$ cat src/rtl/updown_mod_counter.sv
// Modulo-MODULUS up/down counter with synchronous clear/load, wrap or
// saturate mode, cascade outputs (O_Carry, Sat_hit) and a sticky overflow.
// Optional macro GRAY_OUT_EN adds a registered Gray-coded copy of the count
// (Out_gray); it is only meaningful when MODULUS == 2**WIDTH.
module updown_mod_counter #(
    parameter int unsigned WIDTH   = 5,
    parameter int unsigned MODULUS = 32
) (
    input  logic             Clk,
    input  logic             Rst,
    input  logic             Clr,
    input  logic             Load,
    input  logic [WIDTH-1:0] Load_val,
    input  logic             E,
    input  logic             D,
    input  logic             Sat,
`ifdef GRAY_OUT_EN
    output logic [WIDTH-1:0] Out_gray,
`endif
    output logic [WIDTH-1:0] Out,
    output logic             O_Carry,
    output logic             Sat_hit,
    output logic             Ovf
);

    localparam logic [WIDTH-1:0] MaxVal = WIDTH'(MODULUS - 1);
    localparam logic [WIDTH:0]   ModExt = (WIDTH + 1)'(MODULUS);

    if (WIDTH < 2 || WIDTH > 16 || MODULUS < 2 || MODULUS > (2 ** WIDTH)) begin : g_bad_param
        $error("updown_mod_counter: illegal WIDTH/MODULUS combination");
    end

`ifdef GRAY_OUT_EN
    if (MODULUS != (2 ** WIDTH)) begin : g_bad_gray
        $error("updown_mod_counter: Gray output requires MODULUS == 2**WIDTH");
    end
`endif

    logic [WIDTH-1:0] count_q, count_d;
    logic             ovf_q, ovf_d;
    logic [WIDTH:0]   step_val;
    logic             at_limit;
    logic             count_req;

    // One-step neighbour, one bit wider so a borrow or a step past the top is visible.
    always_comb begin
        step_val = D ? ({1'b0, count_q} - (WIDTH + 1)'(1))
                     : ({1'b0, count_q} + (WIDTH + 1)'(1));
        // Down: borrow out of zero. Up: stepping onto MODULUS (legal counts only).
        at_limit  = D ? step_val[WIDTH] : (step_val >= ModExt);
        count_req = E && !Clr && !Load;
        O_Carry   = count_req && !Sat && at_limit;
        Sat_hit   = count_req && Sat && at_limit;
    end

    // Next-state selection in priority order: clear, load, count, hold.
    always_comb begin
        count_d = count_q;
        ovf_d   = ovf_q;
        if (Clr) begin
            count_d = '0;
            ovf_d   = 1'b0;
        end else if (Load) begin
            count_d = (Load_val > MaxVal) ? MaxVal : Load_val;
        end else if (E) begin
            if (!at_limit) begin
                count_d = step_val[WIDTH-1:0];
            end else if (!Sat) begin
                count_d = D ? MaxVal : '0;
                ovf_d   = 1'b1;
            end
        end
    end

    // Count and sticky overflow registers.
    always_ff @(posedge Clk or posedge Rst) begin
        if (Rst) begin
            count_q <= '0;
            ovf_q   <= 1'b0;
        end else begin
            count_q <= count_d;
            ovf_q   <= ovf_d;
        end
    end

`ifdef GRAY_OUT_EN
    logic [WIDTH-1:0] gray_q;

    // Gray copy registered from the next count so it tracks Out on the same edge.
    always_ff @(posedge Clk or posedge Rst) begin
        if (Rst) begin
            gray_q <= '0;
        end else begin
            gray_q <= count_d ^ (count_d >> 1);
        end
    end

    assign Out_gray = gray_q;
`endif

    assign Out = count_q;
    assign Ovf = ovf_q;

endmodule

$ cat config.mk
export PLATFORM = sky130hd
export DESIGN_NAME = updown_mod_counter
export DESIGN_NICKNAME = d
export VERILOG_FILES = /design/src/rtl/updown_mod_counter.sv
export SDC_FILE = /design/constraint.sdc
export NUM_CORES = 1
export LEC_CHECK = 0
export BUFFER_PORTS_ARGS = -buffer_cell sky130_fd_sc_hd__clkbuf_2
export CORE_UTILIZATION = 54
export CTS_BUF_LIST = sky130_fd_sc_hd__clkbuf_4 sky130_fd_sc_hd__clkbuf_8
export CTS_CLUSTER_DIAMETER = 60
export DETAILED_ROUTE_END_ITERATION = 10
export PLACE_DENSITY = 0.91
export SLEW_MARGIN = 0
export SYNTH_ARGS = -nofsm -noshare
export SYNTH_HDL_FRONTEND = slang
export SYNTH_SLANG_ARGS = --single-unit
$ cat constraint.sdc
create_clock -name Clk -period 2.74 [get_ports Clk]
set_clock_uncertainty 0.05 [all_clocks]
set_input_delay 0 -clock Clk [delete_from_list [all_inputs] [get_ports Clk]]
set_output_delay 0 -clock Clk [all_outputs]
set_load 0.02 [all_outputs]
==> results of run 1 <==
## area by class of cell
cell class	instances	area [sq um]	share of cell area, %
multi-input combinational	71	581	63.7
sequential	6	150	16.5
timing repair buffer	20	105	11.5
inverter	9	33.8	3.71
clock buffer	3	22.5	2.47
tap	15	18.8	2.06
## metrics by stage
| stage | total power (uW) | cells |
|---|---|---|
| floorplan | 300 | 90 |
| global placement | 345 | 120 |
| detailed placement | 355 | 120 |
| CTS | 441 | 124 |
| global route | 474 | 124 |
| finish | 445 | 124 |
## registers in the layout (all words and copies together), names as in the netlist
name / count
Out: 5
Ovf: 1
## how the worst max path moves through the flow
| stage | slack, ns | end |
|---|---|---|
| global route | 0.23 | Sat_hit |
| finish | 0.30 | Sat_hit |
| global placement | 0.59 | Out[4] |
| detailed placement | 0.46 | Out[4] |
| floorplan | 0.63 | Out[4] |
| CTS | 0.34 | Sat_hit |
## timing repair
item	CTS	global route
buffers inserted	0	0
hold buffers	1	0
endpoints found under the hold margin	6	0
gates resized for setup	0	0
## cell families (layout without fill, tap and decap cells)
kind of cell	after synthesis	in the layout	synth area share, %
buf+inv	13	32	7.59
mux	5	5	8.86
simple gates	29	29	24.2
compound gates	30	30	29.3
fa+ha+maj	5	5	8.86
flops	6	6	19.0
xor+xnor	2	2	2.22
## per-layer routing
layer / wire, um / share of wire, % / global-route usage (%) / vias to the layer above
met4: 36 / 1.8 / 13.3 / 0
met1: 825 / 41 / 30.8 / 369
li1: - / - / - / 368
met3: 114 / 5.6 / 1.67 / 6
met2: 1040 / 52 / 51.2 / 37
met5: 0 / 0 / 0 / -
## placed cells by master, fill, tap and decap left out, types with 2 or more instances in the layout
master                      n
sky130_fd_sc_hd__clkbuf_2  19
sky130_fd_sc_hd__a21oi_1    9
sky130_fd_sc_hd__inv_1      9
sky130_fd_sc_hd__dfrtp_1    6
sky130_fd_sc_hd__nor2_1     6
sky130_fd_sc_hd__o21ai_0    5
sky130_fd_sc_hd__mux2_4     4
sky130_fd_sc_hd__ha_1       4
sky130_fd_sc_hd__nand2_1    3
sky130_fd_sc_hd__nor2b_1    3
sky130_fd_sc_hd__a21o_1     3
sky130_fd_sc_hd__clkbuf_4   3
sky130_fd_sc_hd__nor3b_1    2
sky130_fd_sc_hd__nand3_1    2
sky130_fd_sc_hd__and3_1     2
sky130_fd_sc_hd__o31a_1     2
sky130_fd_sc_hd__xnor2_1    2
sky130_fd_sc_hd__and4_1     2
## where the power goes
part / internal [uW] / leakage (uW) / total [uW] / switching [uW]
registers: 101 / 0.0000771 / 116 / 14.9
logic: 102 / 0.000360 / 243 / 141
clock network: 49.8 / 0.0000138 / 85.9 / 36.0
==> qor.csv, run 1 <==
stage,metric,value,unit
hold_path,endpoint with the worst hold slack,Ovf,
clock_tree,Clock H-tree levels,1,
routing,final routed wire length divided by cell count,16.3,um
power,Pleak,0.000451,uW
grt,maximum number of pins on one net before global-route repair,17,
synth,"top cells by area, synth","sky130_fd_sc_hd__dfrtp_1 (19%), sky130_fd_sc_hd__mux2_4 (7.6%), sky130_fd_sc_hd__ha_1 (6.3%)",
hold_path,HP Class,primary input to flip-flop,
synth,number of storage elements in the synthesis netlist,6,
sta,actual transition at the worst max-transition pin,0.400,ns
cells_and_area,fraction of final layout cells with drive strength greater than 1,29.4,%
synth,"EDFF count, synth",0,
sta,RSZ-0062 raised after global routing,no,
setup_path,end of the worst register-to-register path,Out[0],
place,Final GP Congestion,0.927,
floorplan,die outline width,40.3,um
setup_path,startpoint type of the worst setup path,flip-flop,
routing,Routed WL,2.02,mm
job,number of max-cap violations,0,
floorplan,Initial Utilization,59.3,%
cells_and_area,final antenna diode count,0,
setup_path,required time of the critical path,2.69,ns
grt,initial antenna violation count,0,
clock_tree,clock slew seen by the registers of the worst setup and hold paths,0.06,ns
grt,overflow left after global routing,0,
setup_path,data arrival time at the worst-slack endpoint,2.39,ns
synth,count of mapped cells out of synthesis,90,
floorplan,Placeable Area,1330,sq um
synth,"Seq/Total Area, Yosys",19.0,%
cells_and_area,final cell utilization of the core,68.3,%
sta,max_slew headroom,72.7,%
synth,Synthesis Warnings,0,
setup_path,peak per-stage delay on the critical path,0.43,ns
clock_tree,TritonCTS Buffers,3,
setup_path,number of cell instances on the worst register-to-register path,6,
clock_tree,insertion delay of the later-clocked pin in the worst-skew pair,0.25,ns
sta,total count of hold-check failures in the final report,0,
setup_path,startpoint of the most critical setup path,Out[4],
sta,# setup viols final,0,
sta,Final Cycle Share,89.1,%
cells_and_area,Syn-to-layout area delta,15.2,%
floorplan,die extent in y,40.3,um
setup_path,critical path depth in cells,7,
place,dpl cell area,878,sq um
sta,hold_ws,0.0461,ns
grt,global-route wire length before repair,2.97,mm
sta,final setup slack of the worst path,0.300,ns
synth,Post-Synthesis Net Count,107,
setup_path,worst setup path class,flip-flop to output pin,
synth,Mapped Area,791,sq um
clock_tree,root buf cell,sky130_fd_sc_hd__clkbuf_4,
status,status,completed,
cells_and_area,"final std cell area, no fill",911,sq um
hold_path,number of instances on the worst hold path,2,
grt,global-route usage over all layers,27.3,%
cells_and_area,Fillers,113,
clock_tree,number of buffers on the longest clock path,2,
synth,area share of the leading cell type in the synthesized netlist,19.0,%
sta,final critical-path required period,2.44,ns
routing,Detailed Routing Iterations Pass 1,4,
routing,drc violations,0,
synth,cell accounting for the most synthesized area,sky130_fd_sc_hd__dfrtp_1,
setup_path,Critical Path End Type,output pin,
synth,async set-or-reset flop fraction in the synthesized netlist,100,%
sta,number of pins exceeding their max-slew limit in the final report,0,
synth,post-synthesis cell type count,42,
place,buffers added on ports,19,
sta,setup total negative slack,0,ns
setup_path,beginning of the worst register-to-register path,Out[4],
routing,DRC marker count from the first detailed-route iteration,38,
setup_path,reg2reg setup slack,0.41,ns
routing,per-cell via count in the routed design,6.29,
clock_tree,TritonCTS clock tree,built,
power,Max IR drop VDD,0.207,mV
place,estimated wirelength of the detail-placed design,1.53,mm
setup_path,"Buf+Inv Stages, Crit Path",1,
clock_tree,number of clock sinks,6,
place,pre-CTS setup slack,0.459,ns
synth,commonest cells in the synthesized netlist,"sky130_fd_sc_hd__a21oi_1 (9), sky130_fd_sc_hd__inv_1 (9), sky130_fd_sc_hd__dfrtp_1 (6), sky130_fd_sc_hd__nor2_1 (6), sky130_fd_sc_hd__o21ai_0 (5)",
sta,max frequency,0.410,GHz
floorplan,number of ports placed on the die boundary,20,
power,power density of the placed cells,488,nW/um^2
setup_path,Worst path top cell family by delay,simple AND/OR/NAND/NOR gates,
synth,mean area per synthesized cell,8.79,sq um
floorplan,number of rows created at floorplan,13,
setup_path,critical-path cell with the highest stage delay,sky130_fd_sc_hd__ha_1,
routing,Final ANT Viol Nets,0,
synth,primary flip-flop cell chosen by synthesis mapping,sky130_fd_sc_hd__dfrtp_1,
grt,number of global-route vias before repair,732,
cells_and_area,net count reported at finish,128,
routing,via count of the routed design,780,
setup_path,cell chain of the critical path,"ha_1, a21oi_1, nand2_2, nor2_4, xnor2_1, and4_1, clkbuf_2",
hold_path,start point of the worst min-delay path,Clr,
setup_path,Worst Path Max Fanout,11,
floorplan,die outline area,1620,sq um
Power figures use the tool's default switching activity.
==> run 2, diff against run 1 <==
Settings changed: CORE_ASPECT_RATIO set to 1.2, CORE_UTILIZATION 54 to 40, PLACE_DENSITY 0.91 to 0.73.
==> run 2 against run 1 <==
Against the previous run: register-to-register slack improved by 0.02 ns; maximum frequency rose by 2.0%; die area rose by 33%; setup slack improved by 0.048 ns; sequential cell count did not move; final cell count rose by 3.2%; total power rose by 1.0%; sequential power barely moved; critical path depth did not move; first-iteration DRC count fell by 76%; largest power group unchanged.
==> qor.csv, run 2 (synthesis results as in run 1) <==
stage,metric,value,unit
status,status,completed,
clock_tree,insertion delay of the later-clocked pin in the worst-skew pair,0.27,ns
hold_path,HP Class,primary input to flip-flop,
power,combinational power share,53.2,%
setup_path,startpoint type of the worst setup path,flip-flop,
power,Net Sw Frac,43.5,%
setup_path,critical-path cell with the highest stage delay,sky130_fd_sc_hd__ha_1,
grt,initial antenna violation count,0,
job,number of max-cap violations,0,
routing,DRC marker count from the first detailed-route iteration,9,
place,dpl cell area,883,sq um
floorplan,number of rows created at floorplan,17,
setup_path,worst setup path class,flip-flop to output pin,
clock_tree,clock slew seen by the registers of the worst setup and hold paths,0.05,ns
routing,final routed wire length divided by cell count,15.0,um
routing,met1 routed wirelength after detailed routing,888,um
clock_tree,Clock H-tree levels,1,
setup_path,beginning of the worst register-to-register path,Out[4],
power,cell internal power dissipation,254,uW
setup_path,peak per-stage delay on the critical path,0.44,ns
routing,Routed WL,1.92,mm
sta,max frequency,0.418,GHz
sta,final critical-path required period,2.39,ns
sta,total count of hold-check failures in the final report,0,
cells_and_area,final antenna diode count,0,
power,Switch Pwr,195,uW
floorplan,Placeable Area,1850,sq um
place,Final GP Congestion,0.896,
setup_path,cell chain of the critical path,"ha_1, a21oi_1, nand2_2, nor2_4, xnor2_1, and4_1, clkbuf_2",
floorplan,die extent in y,50.7,um
cells_and_area,max reg flops,5,
clock_tree,TritonCTS clock tree,built,
sta,setup total negative slack,0,ns
grt,number of global-route vias before repair,720,
setup_path,"Buf+Inv Stages, Crit Path",1,
setup_path,required time of the critical path,2.69,ns
routing,per-cell via count in the routed design,5.67,
place,estimated wirelength of the detail-placed design,1.46,mm
sta,Final Cycle Share,87.3,%
setup_path,startpoint of the most critical setup path,Out[4],
sta,RSZ-0062 raised after global routing,no,
power,Pleak,0.000451,uW
clock_tree,TritonCTS Buffers,3,
grt,global-route wire length before repair,3.26,mm
power,power density of the placed cells,490,nW/um^2
routing,Final ANT Viol Nets,0,
hold_path,start point of the worst min-delay path,Clr,
floorplan,number of ports placed on the die boundary,20,
power,Max IR drop VDD,0.233,mV
routing,sum of met2 wire segment lengths after detailed routing,989,um
power,power share of the clock group,21.2,%
floorplan,die outline area,2160,sq um
clock_tree,post-CTS sizing,0,
setup_path,Worst path top cell family by delay,simple AND/OR/NAND/NOR gates,
grt,maximum number of pins on one net before global-route repair,17,
sta,# setup viols final,0,
routing,routed wl met3,9,um
sta,actual transition at the worst max-transition pin,0.383,ns
cells_and_area,"final std cell area, no fill",916,sq um
floorplan,Initial Utilization,42.7,%
grt,global-route usage over all layers,20.4,%
setup_path,reg2reg setup slack,0.43,ns
setup_path,Worst Path Max Fanout,11,
setup_path,Critical Path End Type,output pin,
clock_tree,root buf cell,sky130_fd_sc_hd__clkbuf_4,
cells_and_area,net count reported at finish,128,
routing,Detailed Routing Iterations Pass 1,3,
cells_and_area,"commonest cells after routing, fill and taps aside","sky130_fd_sc_hd__clkbuf_2 (19), sky130_fd_sc_hd__a21oi_1 (9), sky130_fd_sc_hd__inv_1 (9), sky130_fd_sc_hd__dfrtp_1 (6), sky130_fd_sc_hd__nor2_1 (6)",
cells_and_area,Fillers,202,
clock_tree,number of buffers on the longest clock path,2,
cells_and_area,fraction of final layout cells with drive strength greater than 1,29.4,%
cells_and_area,"leading cell type in the layout, fill and taps excluded",sky130_fd_sc_hd__clkbuf_2,
routing,drc violations,0,
setup_path,data arrival time at the worst-slack endpoint,2.34,ns
sta,max_slew headroom,73.8,%
cells_and_area,Syn-to-layout area delta,15.8,%
sta,number of pins exceeding their max-slew limit in the final report,0,
routing,via count of the routed design,726,
floorplan,die outline width,42.6,um
place,buffers added on ports,19,
routing,uppermost metal layer occupied by signal nets,met4,
grt,overflow left after global routing,0,
power,sequential group share of total power,25.7,%
clock_tree,number of clock sinks,6,
[run 2: cell counts in the layout (fill, tap and decap cells not counted)]
No cell type changed its count.
[run 2: final cells by class]
class | instances | area [sq um] | share of cell area (%)
sequential | 6 | 150 | 16.4
inverter | 9 | 33.8 | 3.69
multi-input combinational | 71 | 581 | 63.4
timing repair buffer | 20 | 105 | 11.5
clock buffer | 3 | 22.5 | 2.46
tap | 19 | 23.8 | 2.60
[run 2: worst register-to-register path, delay by kind of cell (launching register included)]
family / cells / cell delay (ns)
AO/OA/AOI/OAI: 4 / 0.97
flip-flops: 1 / 0.41
multiplexers: 1 / 0.34
adder cells (fa/ha/maj): 1 / 0.44
[run 2: through the flow]
stage	utilization [%]	hold slack [ns]	setup WS, ns	power (uW)	cells
global route	49.5	0.0655	0.242	474	128
CTS	49.5	0.0136	0.376	448	128
floorplan	-	-0.259	0.631	300	90
global placement	47.7	-0.136	0.441	351	124
finish	49.5	0.0178	0.348	449	128
detailed placement	47.7	-0.137	0.480	353	124
[run 2: power groups by stage]
| stage | registers [uW] | logic (uW) | clock network (uW) |
|---|---|---|---|
| finish | 115 | 239 | 95.1 |
| global route | 117 | 261 | 95.0 |
| CTS | 115 | 238 | 95.0 |
| detailed placement | 116 | 237 | 0 |
| global placement | 115 | 235 | 0 |
| floorplan | 129 | 170 | 0 |
[run 2: final timing paths]
kind | end | cells after the start
worst max-delay path | Sat_hit | 7
worst min-delay path | Ovf | 2
worst max register to register | Out[0] | 6
worst min register to register | Ovf | 2
max in group asynchronous | Out[1] | 3
min in group asynchronous | Out[3] | 3
[run 2: per-layer routing]
layer  global-route usage (%)  up-vias
li1                         -      372
met1                     22.9      344
met2                     36.9        7
met3                     2.16        3
met4                     10.9        0
met5                        0        -
[run 2: timing repair]
| item | 4_1_cts | 5_1_grt |
|---|---|---|
| buffers inserted | 0 | 0 |
| hold buffers | 1 | 0 |
| endpoints found under the hold margin | 6 | 0 |
| setup endpoints to repair | 0 | 0 |
